$ cat src/rtl/uart_pkg.sv
`default_nettype none
// ============================================================================
// Module : uart_pkg
// Brief  : Shared UART constants, TX FSM state encoding and baud divisor.
// Rev    : 1.0  initial release
// ============================================================================
package uart_pkg;

  localparam int UART_DATA_BITS = 8;
  localparam int UART_STOP_BITS = 1;

  localparam logic [2:0] ST_IDLE   = 3'd0;
  localparam logic [2:0] ST_START  = 3'd1;
  localparam logic [2:0] ST_DATA   = 3'd2;
  localparam logic [2:0] ST_PARITY = 3'd3;
  localparam logic [2:0] ST_STOP   = 3'd4;

  // Clock cycles per bit; also used by the receive side.
  function automatic int uart_divisor(input int clk_hz, input int baud);
    return clk_hz / baud;
  endfunction

endpackage
`default_nettype wire

$ cat src/rtl/uart_tx_baudgen.sv
`default_nettype none
// ============================================================================
// Module : uart_tx_baudgen
// Brief  : Bit-period counter; tick on the last cycle of each bit, held clear while en=0.
// Rev    : 1.0  initial release
// ============================================================================
module uart_tx_baudgen
  import uart_pkg::*;
#(
  parameter int DIVISOR = 1250
) (
  input  logic clk,
  input  logic rstn,
  input  logic en,
  output logic tick
);

  localparam int            CNT_W = $clog2(DIVISOR);
  localparam logic [CNT_W-1:0] LAST = CNT_W'(DIVISOR - 1);

  logic [CNT_W-1:0] cnt;

  always_ff @(posedge clk) begin
    if (!rstn || !en) begin
      cnt <= '0;
    end else if (cnt == LAST) begin
      cnt <= '0;
    end else begin
      cnt <= cnt + 1'b1;
    end
  end

  assign tick = en && (cnt == LAST);

endmodule
`default_nettype wire

$ cat src/rtl/uart_tx_fifo.sv
`default_nettype none
// ============================================================================
// Module : uart_tx_fifo
// Brief  : 8N1 UART transmitter fed by a small byte FIFO; back-to-back frames.
//          Define UART_TX_PARITY_EN for 8E1 frames (even parity bit after data).
// Rev    : 1.0  initial release
// ============================================================================
module uart_tx_fifo
  import uart_pkg::*;
#(
  parameter int CLK_HZ     = 12000000,
  parameter int BAUD       = 9600,
  parameter int FIFO_DEPTH = 4
) (
  input  logic       clk,
  input  logic       rstn,
  input  logic [7:0] data,
  input  logic       wr,
  output logic       ready,
  output logic       busy,
  output logic       tx
);

  localparam int              DIVISOR  = uart_divisor(CLK_HZ, BAUD);
  localparam int              PTR_W    = $clog2(FIFO_DEPTH);
  localparam int              CNT_W    = PTR_W + 1;
  localparam logic [CNT_W-1:0] FULL_CNT = CNT_W'(FIFO_DEPTH);
  localparam logic [2:0]      LAST_BIT = 3'(UART_DATA_BITS - 1);

  logic [7:0]       mem [FIFO_DEPTH];
  logic [PTR_W-1:0] wr_ptr;
  logic [PTR_W-1:0] rd_ptr;
  logic [CNT_W-1:0] count;
  logic             push;
  logic             pop;

  logic [2:0] state;
  logic [2:0] state_nx;
  logic [7:0] shift;
  logic [2:0] bit_idx;
  logic       tx_nx;
  logic       tick;
  logic       fifo_has_data;

`ifdef UART_TX_PARITY_EN
  logic parity;
`endif

  assign fifo_has_data = (count != '0);
  assign ready         = (count != FULL_CNT);
  assign busy          = (state != ST_IDLE) || fifo_has_data;
  // A write landing on the same edge as a pop still fits, even when full.
  assign push          = wr && (ready || pop);

  uart_tx_baudgen #(
    .DIVISOR(DIVISOR)
  ) u_baudgen (
    .clk (clk),
    .rstn(rstn),
    .en  (state != ST_IDLE),
    .tick(tick)
  );

  always_ff @(posedge clk) begin
    if (push) begin
      mem[wr_ptr] <= data;
    end
  end

  always_ff @(posedge clk) begin
    if (!rstn) begin
      wr_ptr <= '0;
      rd_ptr <= '0;
      count  <= '0;
    end else begin
      if (push) wr_ptr <= wr_ptr + 1'b1;
      if (pop)  rd_ptr <= rd_ptr + 1'b1;
      case ({push, pop})
        2'b10:   count <= count + 1'b1;
        2'b01:   count <= count - 1'b1;
        default: count <= count;
      endcase
    end
  end

  always_ff @(posedge clk) begin
    if (!rstn) begin
      state <= ST_IDLE;
    end else begin
      state <= state_nx;
    end
  end

  always_comb begin
    state_nx = state;
    case (state)
      ST_IDLE:  if (fifo_has_data) state_nx = ST_START;
      ST_START: if (tick) state_nx = ST_DATA;
`ifdef UART_TX_PARITY_EN
      ST_DATA:   if (tick && bit_idx == LAST_BIT) state_nx = ST_PARITY;
      ST_PARITY: if (tick) state_nx = ST_STOP;
`else
      ST_DATA:   if (tick && bit_idx == LAST_BIT) state_nx = ST_STOP;
`endif
      ST_STOP:  if (tick) state_nx = fifo_has_data ? ST_START : ST_IDLE;
      default:  state_nx = ST_IDLE;
    endcase
  end

  always_comb begin
    pop   = 1'b0;
    tx_nx = tx;
    case (state)
      ST_IDLE: begin
        if (fifo_has_data) begin
          pop   = 1'b1;
          tx_nx = 1'b0;
        end
      end
      ST_START: if (tick) tx_nx = shift[0];
      ST_DATA: begin
        if (tick) begin
`ifdef UART_TX_PARITY_EN
          tx_nx = (bit_idx == LAST_BIT) ? parity : shift[1];
`else
          tx_nx = (bit_idx == LAST_BIT) ? 1'b1 : shift[1];
`endif
        end
      end
`ifdef UART_TX_PARITY_EN
      ST_PARITY: if (tick) tx_nx = 1'b1;
`endif
      ST_STOP: begin
        if (tick && fifo_has_data) begin
          pop   = 1'b1;
          tx_nx = 1'b0;
        end
      end
      default: tx_nx = 1'b1;
    endcase
  end

  always_ff @(posedge clk) begin
    if (!rstn) begin
      tx      <= 1'b1;
      shift   <= '0;
      bit_idx <= '0;
    end else begin
      tx <= tx_nx;
      if (pop) begin
        shift <= mem[rd_ptr];
      end else if (state == ST_DATA && tick) begin
        shift   <= shift >> 1;
        bit_idx <= bit_idx + 1'b1;
      end
      if (state == ST_START && tick) begin
        bit_idx <= '0;
      end
    end
  end

`ifdef UART_TX_PARITY_EN
  always_ff @(posedge clk) begin
    if (!rstn) begin
      parity <= 1'b0;
    end else if (pop) begin
      parity <= ^mem[rd_ptr];
    end
  end
`endif

endmodule
`default_nettype wire

$ cat config.mk
export PLATFORM = sky130hd
export DESIGN_NAME = uart_tx_fifo
export DESIGN_NICKNAME = d
export VERILOG_FILES = /design/src/rtl/uart_pkg.sv /design/src/rtl/uart_tx_baudgen.sv /design/src/rtl/uart_tx_fifo.sv
export SDC_FILE = /design/constraint.sdc
export NUM_CORES = 1
export LEC_CHECK = 0
export BUFFER_PORTS_ARGS = -buffer_cell sky130_fd_sc_hd__buf_2
export CAP_MARGIN = 10
export CORE_MARGIN = 2
export CORE_UTILIZATION = 65
export DETAILED_ROUTE_END_ITERATION = 16
export GPL_ROUTABILITY_DRIVEN = 0
export GPL_TIMING_DRIVEN = 0
export PLACE_DENSITY = 0.95
export SYNTH_ARGS = -nofsm -noshare
export SYNTH_HDL_FRONTEND = slang
export SYNTH_HIERARCHICAL = 1
export SYNTH_SLANG_ARGS = --single-unit
$ cat constraint.sdc
create_clock -name clk -period 6.1 [get_ports clk]
set_input_delay 0.305 -clock clk [delete_from_list [all_inputs] [get_ports clk]]
set_output_delay 0.305 -clock clk [all_outputs]
set_load 0.02 [all_outputs]
# Word-level counts from Yosys, hierarchy flattened
# Memories as Yosys holds them, arrays and structs flattened. A register that Yosys moved wholly into a read port is not among the register bits.
# Cells that the tools add are included.
# word_totals
reg_bits	33
ram_bits	32
input_bits	11
out_inout_bits	3
wordCells	74
memories	1
# mem_list
memory	words	word_bits	read_ports	rd_ports_with_merged_regs	write_ports	line_no	source
mem	4	8	1	1	1	uart_tx_fifo.sv:30	logic [7:0] mem [FIFO_DEPTH];
# classes
add_sub_neg	6
n_eq_ne	14
n_mux	22
bitwise_logic	2
n_reduce_logical	21
# op_table
operator	n
$mux W8	2
$mux W3	4
$ne A2 B2 Y1 const B	6
$pmux W3 S4	1
$add A11 B1 Y11 const B	1
$eq A11 B11 Y1 const B	1
$mux W1	10
$reduce_and A4 Y1	2
$add A3 B1 Y3 const B	2
$eq A3 B3 Y1 const B	2
$logic_and A1 B1 Y1	6
$pmux W3 S2	1
$reduce_bool A3 Y1	2
$add A2 B1 Y2 const B	2
$mux W2	2
$pmux W1 S4	1
$reduce_bool A2 Y1	2
$reduce_or A2 Y1	2
$eq A3 B1 Y1 const B	1
$eq A3 B2 Y1 const B	1
$logic_not A3 Y1	1
$logic_or A1 B1 Y1	3
$ne A3 B3 Y1 const B	1
$sub A3 B1 Y3 const B	1
6 further kinds	8

# Longest topological paths before layout
# Gate-level depths: netlist (run 1).
# logic_depth
ltp_word	9
mapped_depth	15
depth_no_buf	12

# Hierarchy
# The synthesis (run 1) kept the hierarchy.
# modules_own_cells
mod	instances	cells_per_inst	area_per_inst_um2	seq_area_each_um2
uart_tx_fifo	1	205	2518.7	1441.4
uart_tx_baudgen	1	56	513.0	220.2

# Least setup slack after synthesis (run 1)
# No wires, ideal clock.
# synth_path
kind	reg2reg
startpoint	register state[1]
endpoint	register count[2]
setup_time_ns	0.120
t_arrival_ns	2.874
required_time_ns	5.980
slack_ns	3.107
stages_incl_launch_ff	15
path_buffers	4
period_less_slack_ns	2.993
cell_sequence	dfxtp_1 -> buf_2 -> buf_2 -> or3_1 -> inv_1 -> nor4_1 -> buf_2 -> nor2b_1 -> nor3_2 -> buf_2 -> nand2_1 -> fa_1 -> a211o_1 -> and3_1 -> o31a_1
# synth_between
elab_chain_cells	9
word_cells_on_any_way	13
cone_classes	eq/ne (3); mux (3); reduce/logical (7)
# synth_rtl
element	line_no	source
start, declared	uart_tx_fifo.sv:37	logic [2:0] state;
start signal, assigned	uart_tx_fifo.sv:90	state <= state_nx;
$reduce_bool A3 Y1 (*)	uart_tx_fifo.sv:60	.en (state != ST_IDLE),
$logic_and A1 B1 Y1 (*)	uart_tx_baudgen.sv:33	assign tick = en && (cnt == LAST);
via tick	uart_tx_fifo.sv:42	logic tick;
$logic_and A1 B1 Y1 (*)	uart_tx_fifo.sv:134	if (tick && fifo_has_data) begin
$mux W1 (*)	uart_tx_fifo.sv:134	
$pmux W1 S2 (*)	uart_tx_fifo.sv:113	case (state)
$logic_or A1 B1 Y1	uart_tx_fifo.sv:53	assign push = wr && (ready || pop);
$logic_and A1 B1 Y1	uart_tx_fifo.sv:53	
$eq A2 B1 Y1 / $eq A2 B2 Y1 (equally long branches)	uart_tx_fifo.sv:78	case ({push, pop})
$pmux W3 S2 / $reduce_bool A2 Y1 (equally long branches)	-	
end signal, assigned	uart_tx_fifo.sv:79	2'b10: count <= count + 1'b1;
end signal, assigned	uart_tx_fifo.sv:80	2'b01: count <= count - 1'b1;
end signal, assigned	uart_tx_fifo.sv:81	default: count <= count;
end, declared	uart_tx_fifo.sv:33	logic [CNT_W-1:0] count;
# The timed path passes the listed nets; every way through them passes the cells marked *.
# A chain may end at the register's enable or synchronous reset.

# Worst setup path in the final report (run 1)
# Same ends and word-level chain as after synthesis.

==> key figures, run 1 <==
Yosys
  • FF+latch count, synth: 67
  • Post-synth top area cell: edfxtp_1
  • Most frequent cell after synthesis: dfxtp_1
  • Number of flops mapped to enable cells by yosys: 32
  • Primary flip-flop cell chosen by synthesis mapping: dfxtp_1
  • Syn. warnings: 6
  • Cell Area, Synth: 3030 um2
  • Largest cells by area after synthesis: edfxtp_1 32%, dfxtp_1 23%, mux4_2 5.9%
  • Top post-synthesis cells by count: 35 x dfxtp_1, 32 x edfxtp_1, 24 x a21oi_1
  • Asr flop ratio synth: 0
  • Share of the synthesized area in the top cell type: 0.317
  • Gate Count Post-Synth: 261
  • Syn avg cell area: 11.6 um2
  • Seq/Total Area, Yosys: 0.548
  • Count of unique library cells instantiated by Yosys: 51
  • Syn_nets: 281

GRT
  • M1 GR Usage: 0.308
  • Global routing usage on met3: 0.0486
  • Met2 Track Usage GR: 0.420
  • Initial antenna violation count: 0
  • Grt total ovfl: 0
  • Maximum number of pins on one net before global-route repair: 12
  • Global-route layer with the greatest usage: met2
  • First-pass GRT wire length: 9900 um
  • Vias in the first global route: 2181
  • GRT Util Overall: 0.255

Power and ir drop
  • Power Density: 392 nW/um2
  • Maximum VDD drop: 0.298 mV
  • Leak: 0.00121 uW

Clock network
  • CTS Buf Count: 9
  • Clock root cell: clkbuf_8
  • CTS tree: built
  • CTS max path bufs: 2
  • Sink Count: 67
  • Reg clk slew, reported paths: 0.07 ns
  • CTS H-tree depth: 3
  • Hold Buf Count CTS: 0
  • Worst-Skew Late Latency: 0.34 ns
  • Setup Fix Bufs, Post-CTS: 0
  • Post-CTS Resized: 0

STA
  • Final Skew: 0.00522 ns
  • RSZ-0062 raised after global routing: false
  • Hold Fails Final Rpt: 0
  • Setup ws final: 2.57 ns
  • Max Fclk: 0.283 GHz
  • Endpoints failing setup: 0
  • Worst Tran Pin Value: 0.462 ns
  • Fin Setup TNS: 0 ns
  • Max-slew violations: 0
  • Tmin final: 3.53 ns
  • Slew headroom: 0.692
  • Final period util: 0.579

Cells and area
  • Ant. Diodes: 0
  • Post-layout util: 0.763
  • Layout area overhead: 11.1%
  • Nets@finish: 305
  • Share of cells above drive strength 1: 0.197

Placed design
  • Post-Place Worst Slack: 2.64 ns
  • Detailed Place HPWL: 4090 um
  • Port Buffer Count: 13

Worst setup path
  • Cell depth of the worst flop-to-flop path: 14
  • CP required: 6.33 ns
  • Crit path max fanout: 10
  • Worst Setup Path Type: reg2reg
  • Crit end category: flip-flop
  • CP Launch Type: flip-flop
  • CP arrival: 3.76 ns

Detailed routing
  • Remaining DRCs: 0
  • Post-route ant nets: 0
  • Wire length per cell: 17.5 um
  • DR pass1 iterations: 5
  • Routed Wire Length: 5980 um
  • Vias per inst: 6.34
  • DR iter-0 viols: 197
  • Vias: 2168

Floorplanning
  • Core Area: 4410 um2
  • Die Wd: 72.3 um
  • Num ports: 14
  • Initial Util: 0.687
  • Die area: 5230 um2
  • Die Span Y: 72.3 um
  • Rows: 24

Job
  • Max_cap viols: 0

Run status
  • Status: completed

Min path
  • Hold depth: 1
  • Hold Crit Class: in2reg
through the flow:
stage / hold slack, ns / power (uW) / area (um2) / std cells
5_1_grt: 0.174 / 1390 / 3370 / 342
2_1_floorplan: 0.381 / 848 / 3030 / 261
6_report: 0.175 / 1320 / 3370 / 342
3_3_place_gp: 0.445 / 914 / 3160 / 326
4_1_cts: 0.166 / 1320 / 3370 / 342
3_5_place_dp: 0.446 / 932 / 3160 / 326
area by class of cell:
cell class                      instances  area (um2)
Timing Repair Buffer                   13        65.1
Clock inverter                          6        80.1
Inverter                               12        45.0
Buffer                                 13        71.3
Clock buffer                           10         128
Fill cell                             253        1040
Tap cell                               52        65.1
Multi-Input combinational cell        169        1250
Sequential cell                        67        1660
worst paths after layout:
path,from,slack (ns),endpoint
setup / recovery,state[1],2.57,count[2]
hold / removal,data[3],0.17,mem[2][3]
setup reg to reg,state[1],2.57,count[2]
hold reg to reg,shift[4],0.46,shift[3]
worst max-delay path: stages, from the launching register on:
cell and delay [ns]:
dfxtp_1 0.30, buf_2 0.18, buf_2 0.23, or3_1 0.22, inv_1 0.05, nor4_1 0.36
buf_2 0.28, nor2b_1 0.12, nor3_2 0.20, buf_2 0.25, nand2_1 0.11, fa_1 0.42
a211o_1 0.26, and3_1 0.17, o31a_1 0.27
metal layers:
layer,share of wire,routed length [um]
met2,0.49,2950
met4,0.034,206
met3,0.046,274
met1,0.43,2540
met5,0,0
power by group:
group          total (uW)  switching (uW)  internal, uW
Sequential            568            37.5           531
Combinational         362             201           161
Clock                 391             165           227
Total                1320             403           918
sequential cells by signal, summed over array words and instances (netlist names), named ones only:
name,cells
bit_idx,3
count,3
mem,32
rd_ptr,2
shift,8
state,3
tx,1
u_baudgen/cnt,11
wr_ptr,2
cell usage in the layout, fill, tap and decap left out, drive strengths merged, types with 2 or more instances in the layout:
cell type,count
a21oi,24
a22oi,7
a31oi,3
and3,8
buf,25
bufinv,2
clkbuf,11
clkinv,3
dfxtp,35
edfxtp,32
ha,8
inv,12
mux2i,2
mux4,8
nand2,16
nand3,7
nand4,4
nor2,14
nor2b,2
nor3,7
nor4,3
o21a,2
o21ai,12
o22ai,2
o31a,2
o31ai,5
or2,3
or3,6
or3b,2
or4,3
xnor2,3
xor2,5
logic make-up after synthesis:
group	Yosys count	synth area share
flops	67	0.548
fa+ha+maj	9	0.0396
mux	10	0.0660
compound gates	62	0.131
buf+inv	25	0.0384
xor+xnor	8	0.0231
simple gates	80	0.154
Note: power is estimated with default switching activity, not from simulation.
==> run 2: changes to the inputs <==
--- a/config.mk
+++ b/config.mk
@@ -8,11 +8,11 @@
 export BUFFER_PORTS_ARGS = -buffer_cell sky130_fd_sc_hd__buf_2
 export CAP_MARGIN = 10
 export CORE_MARGIN = 2
-export CORE_UTILIZATION = 65
+export CORE_UTILIZATION = 54
 export DETAILED_ROUTE_END_ITERATION = 16
 export GPL_ROUTABILITY_DRIVEN = 0
 export GPL_TIMING_DRIVEN = 0
-export PLACE_DENSITY = 0.95
+export PLACE_DENSITY = 0.86
 export SYNTH_ARGS = -nofsm -noshare
 export SYNTH_HDL_FRONTEND = slang
 export SYNTH_HIERARCHICAL = 1
==> constraint.sdc (replaced) <==
create_clock -name clk -period 2.8 [get_ports clk]
set_input_delay 0.14 -clock clk [delete_from_list [all_inputs] [get_ports clk]]
set_output_delay 0.14 -clock clk [all_outputs]
set_load 0.02 [all_outputs]
==> run 2 against run 1 <==
  * Worst hold slack worse by 0.15 ns
  * Setup slack worse by 2.5 ns
  * Design area up 7.0%
  * Register-to-register slack worse by 2.5 ns
  * First-iteration DRC count down 13%
  * Via count up 0.51%
  * Critical endpoint unchanged
  * Highest routed layer unchanged
==> key figures, run 2 (synthesis gave the netlist of run 1 again) <==
Run status
  • Status: completed

Worst setup path
  • Crit end category: flip-flop
  • CP Launch Type: flip-flop
  • CP arrival: 2.95 ns
  • Crit path max fanout: 6
  • Cell depth of the worst flop-to-flop path: 11
  • Critical Path End: count[2]
  • CP required: 3.02 ns
  • Reg-to-reg endpoint: count[2]
  • Worst Setup Path Type: reg2reg
  • FF-to-FF setup slack: 0.07 ns
  • R2r startpoint: u_baudgen/cnt[2]
  • Worst setup path start: u_baudgen/cnt[2]

Detailed routing
  • Vias per inst: 5.78
  • Remaining DRCs: 0
  • Vias: 2179
  • DR iter-0 viols: 171
  • Routed Wire Length: 6090 um
  • Post-route ant nets: 0
  • DR pass1 iterations: 4
  • Wire length per cell: 16.2 um

Floorplanning
  • Num ports: 14
  • Core Area: 5470 um2
  • Rows: 27
  • Die area: 6230 um2
  • Die Wd: 78.9 um
  • Die Span Y: 78.9 um
  • Initial Util: 0.554

GRT
  • Maximum number of pins on one net before global-route repair: 15
  • Grt total ovfl: 0
  • First-pass GRT wire length: 9350 um
  • Initial antenna violation count: 0
  • Vias in the first global route: 1982
  • GRT Util Overall: 0.198

Placed design
  • Post-Place Cells: 346
  • Placed inst area: 3210 um2
  • Detailed Place HPWL: 3830 um
  • Port Buffer Count: 13

Power and ir drop
  • Clock Power Share: 0.258
  • Overall Power: 2830 uW
  • Leak: 0.00128 uW
  • Power Density: 785 nW/um2
  • Sw Pwr: 938 uW
  • Int Power: 1890 uW
  • Seq pwr share: 0.439
  • Logic pwr share: 0.304
  • Net Sw Frac: 0.331
  • Maximum VDD drop: 0.515 mV

STA
  • Final Skew: 0.0105 ns
  • Worst Tran Pin Value: 0.473 ns
  • Max Fclk: 0.367 GHz
  • Final period util: 0.974
  • Hold Fails Final Rpt: 0
  • RSZ-0062 raised after global routing: true
  • Endpoints failing setup: 0
  • Slew headroom: 0.685
  • Fin Setup TNS: 0 ns
  • Tmin final: 2.73 ns
  • Max-slew violations: 0

Cells and area
  • Ant. Diodes: 0
  • Most frequent cells in the layout: 32 x edfxtp_1, 29 x dfxtp_1, 24 x a21oi_1, 17 x buf_2, 16 x buf_4
  • Largest regs: mem x32, u_baudgen/cnt x11, shift x8
  • Final Non-Filler Cells: 377
  • Nets@finish: 320
  • Layout area overhead: 18.9%
  • Final instance area: 3600 um2
  • Most flops, register: mem
  • Commonest non-fill, non-tap cell in the layout: edfxtp_1
  • Flip-flop count of the largest register after layout: 32
  • Filler cell count in the final layout: 407
  • Post-layout util: 0.659
  • Share of cells above drive strength 1: 0.292

Clock network
  • Worst-Skew Late Latency: 0.34 ns
  • CTS H-tree depth: 3
  • Reg clk slew, reported paths: 0.08 ns
  • CTS max path bufs: 2
  • CTS tree: built
  • CTS Buf Count: 9
  • Sink Count: 67
  • Clock root cell: clkbuf_8

Min path
  • Hold Crit Class: in2reg

Job
  • Max_cap viols: 0
[run 2: changes by cell type in the layout (fill, tap and decap cells not counted), moves of 3 or more]
cell and change:
buf_4 +15, dfxtp_1 -6, inv_6 +3, dfxtp_4 +4, dlygate4sd3_1 +3, buf_2 -5
[run 2: worst max-delay path, cell delays in order, from the launching register on]
cell and delay (ns):
dfxtp_4 0.37, or3_4 0.41, nor4_4 0.16, buf_4 0.18
nor2b_4 0.04, nor3_2 0.18, buf_4 0.15, nand2_4 0.05
fa_2 0.38, a211o_1 0.29, and3_1 0.18, o31a_1 0.23
[run 2: power groups by stage]
stage               combinational, uW  sequential [uW]  clock, uW
CTS                               803             1240        751
global route                      956             1250        791
detailed placement                775             1260          0
floorplan                         615             1240          0
global placement                  752             1250          0
finish                            860             1240        729
[run 2: area by class of cell]
type | count | area, um2 | share of cell area
tap | 72 | 90.1 | 0.0250
sequential | 67 | 1680 | 0.466
buffer | 12 | 83.8 | 0.0233
inverter | 12 | 45.0 | 0.0125
multi-input combinational | 169 | 1330 | 0.370
clock inverter | 7 | 57.6 | 0.0160
clock buffer | 9 | 124 | 0.0344
timing repair buffer | 29 | 193 | 0.0535
[run 2: worst min-delay path by stage]
stage	startpoint	to	cells past startpoint	slack, ns
CTS	data[5]	mem[3][5]	1	0.004
global placement	data[1]	mem[2][1]	1	0.35
finish	data[2]	mem[3][2]	1	0.02
global route	data[2]	mem[0][2]	1	0.003
floorplan	rstn	tx	1	0.22
detailed placement	data[1]	mem[0][1]	1	0.36
[run 2: metrics by stage]
step	hold slack, ns	setup WS (ns)
2_1_floorplan	0.216	0.0176
3_3_place_gp	0.352	-0.151
3_5_place_dp	0.361	-0.196
4_1_cts	0.00362	0.0251
5_1_grt	0.00336	-0.0467
6_report	0.0199	0.0721
[run 2: what timing repair did]
action | 4_1_cts | 5_1_grt
endpoints found under the hold margin | 10 | 0
pin swaps | 1 | 7
gates resized for setup | 5 | 22
setup buffers | 2 | 11
endpoints found under the setup margin | 2 | 2
hold buffers | 3 | 0
gates cloned | 0 | 0
[run 2: metal layers]
layer,GRT usage,share of wire
met1,0.243,0.43
met2,0.335,0.52
met3,0.0568,0.044
met4,0.0741,0.0071
met5,0,0
